--- src/rtl/bounce_generator.sv ---
// ============================================================================
//  Module   : bounce_generator
//  Purpose  : Mechanical-switch emulator. A change on target_in produces a
//             burst of contact chatter before the output settles.
//  Revision : 1.0 - initial release
// ============================================================================
`default_nettype none

module bounce_generator #(
  parameter int          MIN_BOUNCES   = 2,
  parameter int          MAX_BOUNCES   = 12,
  parameter int          MAX_GAP_TICKS = 15,
  parameter int          FIXED_GAP     = 0,
  parameter int          SETTLE_TICKS  = 4,
  parameter logic [15:0] LFSR_SEED     = 16'hACE1
) (
  input  logic clk,
  input  logic rst,
  input  logic ena,
  input  logic target_in,
  output logic bouncy_out,
  output logic busy,
  output logic settled
);

  localparam logic [1:0]  S_IDLE      = 2'd0;
  localparam logic [1:0]  S_BOUNCE    = 2'd1;
  localparam logic [1:0]  S_SETTLE    = 2'd2;
  localparam logic [15:0] C_SEED      = (LFSR_SEED == 16'h0000) ? 16'hACE1 : LFSR_SEED;
  localparam int          C_SPAN      = MAX_BOUNCES - MIN_BOUNCES + 1;
  localparam logic [7:0]  C_SETTLE_M1 = 8'(SETTLE_TICKS - 1);

  logic [1:0]  r_state;
  logic [15:0] r_lfsr;
  logic [7:0]  r_remaining;
  logic [7:0]  r_gap_cnt;
  logic [7:0]  r_settle_cnt;

  logic        w_fb;
  logic [7:0]  w_draw_n;
  logic [7:0]  w_draw_gap_m1;

  assign w_fb = r_lfsr[15] ^ r_lfsr[13] ^ r_lfsr[12] ^ r_lfsr[10];

  // Draws always use the current (pre-advance) LFSR value.
  generate
    if (MIN_BOUNCES == MAX_BOUNCES) begin : g_fixed_count
      assign w_draw_n = 8'(MIN_BOUNCES);
    end else begin : g_random_count
      assign w_draw_n = 8'(MIN_BOUNCES + (int'({24'd0, r_lfsr[7:0]}) % C_SPAN));
    end

    if (FIXED_GAP != 0) begin : g_fixed_gap
      assign w_draw_gap_m1 = 8'(FIXED_GAP - 1);
    end else begin : g_random_gap
      assign w_draw_gap_m1 = 8'(int'({24'd0, r_lfsr[15:8]}) % MAX_GAP_TICKS);
    end
  endgenerate

  always_ff @(posedge clk) begin
    if (rst) begin
      r_state      <= S_IDLE;
      r_lfsr       <= C_SEED;
      r_remaining  <= 8'd0;
      r_gap_cnt    <= 8'd0;
      r_settle_cnt <= 8'd0;
      bouncy_out   <= 1'b0;
      busy         <= 1'b0;
      settled      <= 1'b0;
    end else begin
      // settled is a single-cycle pulse even while the enable is low.
      settled <= 1'b0;
      if (ena) begin
        r_lfsr <= {r_lfsr[14:0], w_fb};
        case (r_state)
          S_IDLE: begin
            if (target_in != bouncy_out) begin
              bouncy_out  <= ~bouncy_out;
              r_remaining <= w_draw_n;
              r_gap_cnt   <= w_draw_gap_m1;
              r_state     <= S_BOUNCE;
              busy        <= 1'b1;
            end
          end
          S_BOUNCE: begin
            if (r_gap_cnt != 8'd0) begin
              r_gap_cnt <= r_gap_cnt - 8'd1;
            end else if (r_remaining != 8'd0) begin
              bouncy_out  <= ~bouncy_out;
              r_remaining <= r_remaining - 8'd1;
              r_gap_cnt   <= w_draw_gap_m1;
            end else begin
              // Final level follows the latest request, not the one that started the burst.
              bouncy_out   <= target_in;
              r_settle_cnt <= C_SETTLE_M1;
              r_state      <= S_SETTLE;
            end
          end
          S_SETTLE: begin
            if (r_settle_cnt != 8'd0) begin
              r_settle_cnt <= r_settle_cnt - 8'd1;
            end else begin
              r_state <= S_IDLE;
              busy    <= 1'b0;
              settled <= 1'b1;
            end
          end
          default: begin
            r_state <= S_IDLE;
            busy    <= 1'b0;
          end
        endcase
      end
    end
  end

endmodule

`default_nettype wire
--- config.mk ---
export PLATFORM = sky130hd
export DESIGN_NAME = bounce_generator
export DESIGN_NICKNAME = d
export VERILOG_FILES = /design/src/rtl/bounce_generator.sv
export SDC_FILE = /design/constraint.sdc
export NUM_CORES = 1
export LEC_CHECK = 0
export ABC_AREA = 1
export CORE_UTILIZATION = 40
export DETAILED_ROUTE_END_ITERATION = 12
export SYNTH_ARGS = -nofsm -noshare
export SYNTH_HDL_FRONTEND = slang
export SYNTH_SLANG_ARGS = --single-unit
--- constraint.sdc ---
create_clock -name clk -period 4 [get_ports clk]
set_input_delay 0.6 -clock clk [delete_from_list [all_inputs] [get_ports clk]]
set_output_delay 0.6 -clock clk [all_outputs]
set_load 0.02 [all_outputs]
==> metrics.md <==
| Metric | Value |
|---|---|
| CTS tree | `built` |
| Layout cell share with drive strength beyond 1 | `between 20% and 30%` |
| Top cells by count, synth | `125 x nand2_1, 85 x inv_1, 61 x a21oi_1` |
| CTS Root Cell | `clkbuf_8` |
| Synth Area in Compound Gates | `~17%` |
| DR vias/cell | `5.013` |
| Pin count of the biggest net entering global routing | `30` |
| Worst hold margin | `roughly 0.46 ns` |
| # diodes | `0` |
| Endpoint class of the critical path | `flop` |
| Post-synthesis mux area share | `0%` |
| Largest family of logic cells by synthesized area | `simple AND/OR/NAND/NOR gates` |
| FF-to-FF End | `r_remaining[3]$_SDFFE_PP0P_` |
| Worst path max stage delay | `~0.37 ns` |
| TritonCTS buffer count | `5` |
| Tcrit/Tclk final | `approximately 100%` |
| Cell family with most CP delay | `simple AND/OR/NAND/NOR gates` |
| Post-Syn Area | `just over 4000 µm²` |
| Placeable Area | `9774 µm²` |
| Clock latency on the worst-skew pair | `0.29 ns` |
| Pleak | `around 2.4 nW` |
| Final Max Tran Viols | `0` |
| Cell Rows | `36` |
| Worst EP arrival | `4.22 ns` |
| Final Instance Area | `5076 µm²` |
| Starting Density | `between 40% and 50%` |
| Final period demand of the worst path | `3.988 ns` |
| Final hold vios | `0` |
| Syn avg cell area | `6.427 µm²` |
| Fmax achieved | `~0.25 GHz` |
| Seq cells post-synth | `45` |
| I/O pins | `7` |
| Total gr overflow | `0` |
| Number of synthesized flops with an enable pin | `0` |
| Synth top area share | `22.28%` |
| WL final | `around 9900 µm` |
| Routed vias | `between 4,000 and 5,000` |
| Multi-input gate area | `~3000 µm²` |
| Pwr dens | `between 600 and 700 nW/µm²` |
| Dpl cell area | `around 4400 µm²` |
| Worst EP required | `approximately 4.2 ns` |
| ANT nets after route | `0` |
| GRT Total Usage | `~18%` |
| Sequential-to-total area share from yosys stat | `22.28%` |
| Slew HR | `61.43%` |
| CP startpoint kind | `flop` |
| CTS clock-pin slew for the worst setup and hold paths | `roughly 0.09 ns` |
| Initial antenna violation count | `0` |
| Instance count on the critical path | `32` |
| Buf/Inv on CP | `6` |
| Critical Path Source | `r_lfsr[5]$_SDFFE_PP1P_` |
| Syn. warnings | `0` |
| First-pass GRT wire length | `between 15,000 and 20,000 µm` |
| Reg-to-Reg Start | `r_lfsr[5]$_SDFFE_PP1P_` |
| Detailed Place HPWL | `between 6000 and 7000 µm` |
| Most numerous cell in the Yosys netlist | `nand2_1` |
| Cells after Synth | `~630` |
| Reg2reg setup slack | `roughly 0.012 ns` |
| VDD IR max | `between 0.0003 and 0.0004 V` |
| Buffers on Ports | `6` |
| H-tree levels | `2` |
| Top post-synthesis cells by area | `dfxtp_1 22%, nand2_1 12%, inv_1 7.9%, a21oi_1 7.6%, nand3_1 6.3%` |
| Worst Tran Pin Value | `between 0.5 and 0.6 ns` |
| Xor/xnor share of the synthesized area | `~3.7%` |
| Top cell type by total area after synthesis | `dfxtp_1` |
| DRT Pass-1 Iters | `4` |
| Status | `complete, no violations` |
| Critical path class | `flop to flop` |
| Initial DRC Count | `112` |
| GPL Wtd Cong | `a little under 0.9` |
| Reg area | `910.9 µm²` |
| Residual DRC count | `0` |
| CP max stage cell | `dfxtp_4` |
| Final setup vio count | `0` |
| Mapped Nets | `646` |
| Die width | `102.5 µm` |
| Most frequent CP cell | `nand2_4` |
| Total Nets Final | `698` |
| Async set-reset flop share out of synthesis | `0%` |
| Worst Skew | `roughly 0.0077 ns` |
| Post-layout util | `around 52%` |
| Max Cap Viol | `0` |
| End point of the critical path | `r_remaining[3]$_SDFFE_PP0P_` |
| Top FF cell, synth | `dfxtp_1` |
| Sink Count | `45` |
| Clock Tree Buf Depth | `2` |
| Adder-cell share of the synthesized area | `slightly above 4%` |
| RSZ-0062 raised after global routing | `true` |
| Avg WL per Cell | `about 12 µm` |
| Die area | `between 10,000 and 15,000 µm²` |
| R2R depth | `32` |
| Die Y | `102.5 µm` |
| P&R area growth vs syn | `25.56%` |
| Simple-gate area share of the yosys netlist | `a little over two fifths` |
| Crit path max fanout | `8` |
| Vias in the first global route | `3,558` |
| Worst min path class | `flop to flop` |
| Fill cells | `approximately 960` |
| Synth cell types | `43` |
-- cell families after synthesis --
family | after synthesis
AOI/OAI and AO/OA | 125
buffers and inverters | 106
adders and majority gates | 13
xor gates and xnor gates | 17
DFF | 45
and+or+nand+nor | 323
-- state kept, by name, indices dropped and copies added, names as in the netlist --
register	count
r_lfsr	16
r_gap_cnt	8
r_remaining	8
r_settle_cnt	8
r_state	2
bouncy_out	1
busy	1
settled	1
-- cell type report --
class | instances | share of cell area [%]
multi-input combinational | 478 | 60.14
inverter | 96 | 7.296
clock inverter | 2 | 0.7395
timing repair buffer | 55 | 8.972
clock buffer | 6 | 1.627
tap | 133 | 3.278
sequential | 45 | 17.94
-- per-layer routing --
metal  vias up  wire length (µm)  GRT usage (%)  part of all wire [%]
met3        12               124          2.102                   1.3
met5         -                 0              0                     0
met4         0               111          2.967                   1.1
met2        33              4960          31.59                    50
li1       2179                 -              -                     -
met1      1862              4710          23.91                    48
-- timing repair --
action / 4_1_cts / 5_1_grt
setup buffers: 5 / 24
pin swaps: 3 / 42
gates resized for setup: 7 / 81
endpoints found under the setup margin: 5 / 15
hold buffers: 0 / 0
-- how the worst min path moves through the flow --
| stage | from | endpoint | slack (ns) | cells after the start |
|---|---|---|---|---|
| 6_report | r_settle_cnt[7]$_SDFFE_PP0P_ | r_settle_cnt[7]$_SDFFE_PP0P_ | 0.46 | 1 |
| 5_1_grt | r_settle_cnt[7]$_SDFFE_PP0P_ | r_settle_cnt[7]$_SDFFE_PP0P_ | 0.49 | 1 |
| 4_1_cts | r_settle_cnt[7]$_SDFFE_PP0P_ | r_settle_cnt[7]$_SDFFE_PP0P_ | 0.46 | 1 |
| 3_5_place_dp | r_settle_cnt[7]$_SDFFE_PP0P_ | r_settle_cnt[7]$_SDFFE_PP0P_ | 0.44 | 1 |
| 3_3_place_gp | r_settle_cnt[7]$_SDFFE_PP0P_ | r_settle_cnt[7]$_SDFFE_PP0P_ | 0.44 | 1 |
| 2_1_floorplan | r_settle_cnt[7]$_SDFFE_PP0P_ | r_settle_cnt[7]$_SDFFE_PP0P_ | 0.42 | 1 |
-- power breakdown --
part | internal (W) | switching (W)
Combinational | 0.000913 | 0.00137
Sequential | 0.000526 | 0.0000787
Clock | 0.000203 | 0.000157
Total | 0.00164 | 0.00161
-- layout by cell type (no fill, tap or decap), types with 6 or more instances in the layout --
cell type        netlist  routed
o21ai_0               44      42
a21oi_1               61      59
nand4_1               19      19
clkdlybuf4s50_1        0       6
o21ai_1                5       6
xor2_1                12      12
nand2_1              125     108
inv_2                  6      14
nand2_4               13      22
ha_1                  13       7
nand3_4                4       8
inv_1                 85      77
nand3_2               12      19
dfxtp_1               45      39
buf_4                  0      44
nor2_4                 4       9
nand3_1               51      40
nand2_2               20      28
nor2_1                54      47
clkbuf_8               0       6
-- stage by stage --
stage	total power [W]	setup TNS [ns]	worst slack [ns]	std cells
after floorplan	0.002082	0	0.0005524	629
after global placement	0.002413	0	0.02980	778
after detailed placement	0.002436	-0.2366	-0.09884	778
after CTS	0.002852	0	0.008588	791
after global routing	0.003542	-1.339	-0.2694	815
final	0.003251	0	0.01162	815
Power figures use the tool's default switching activity.
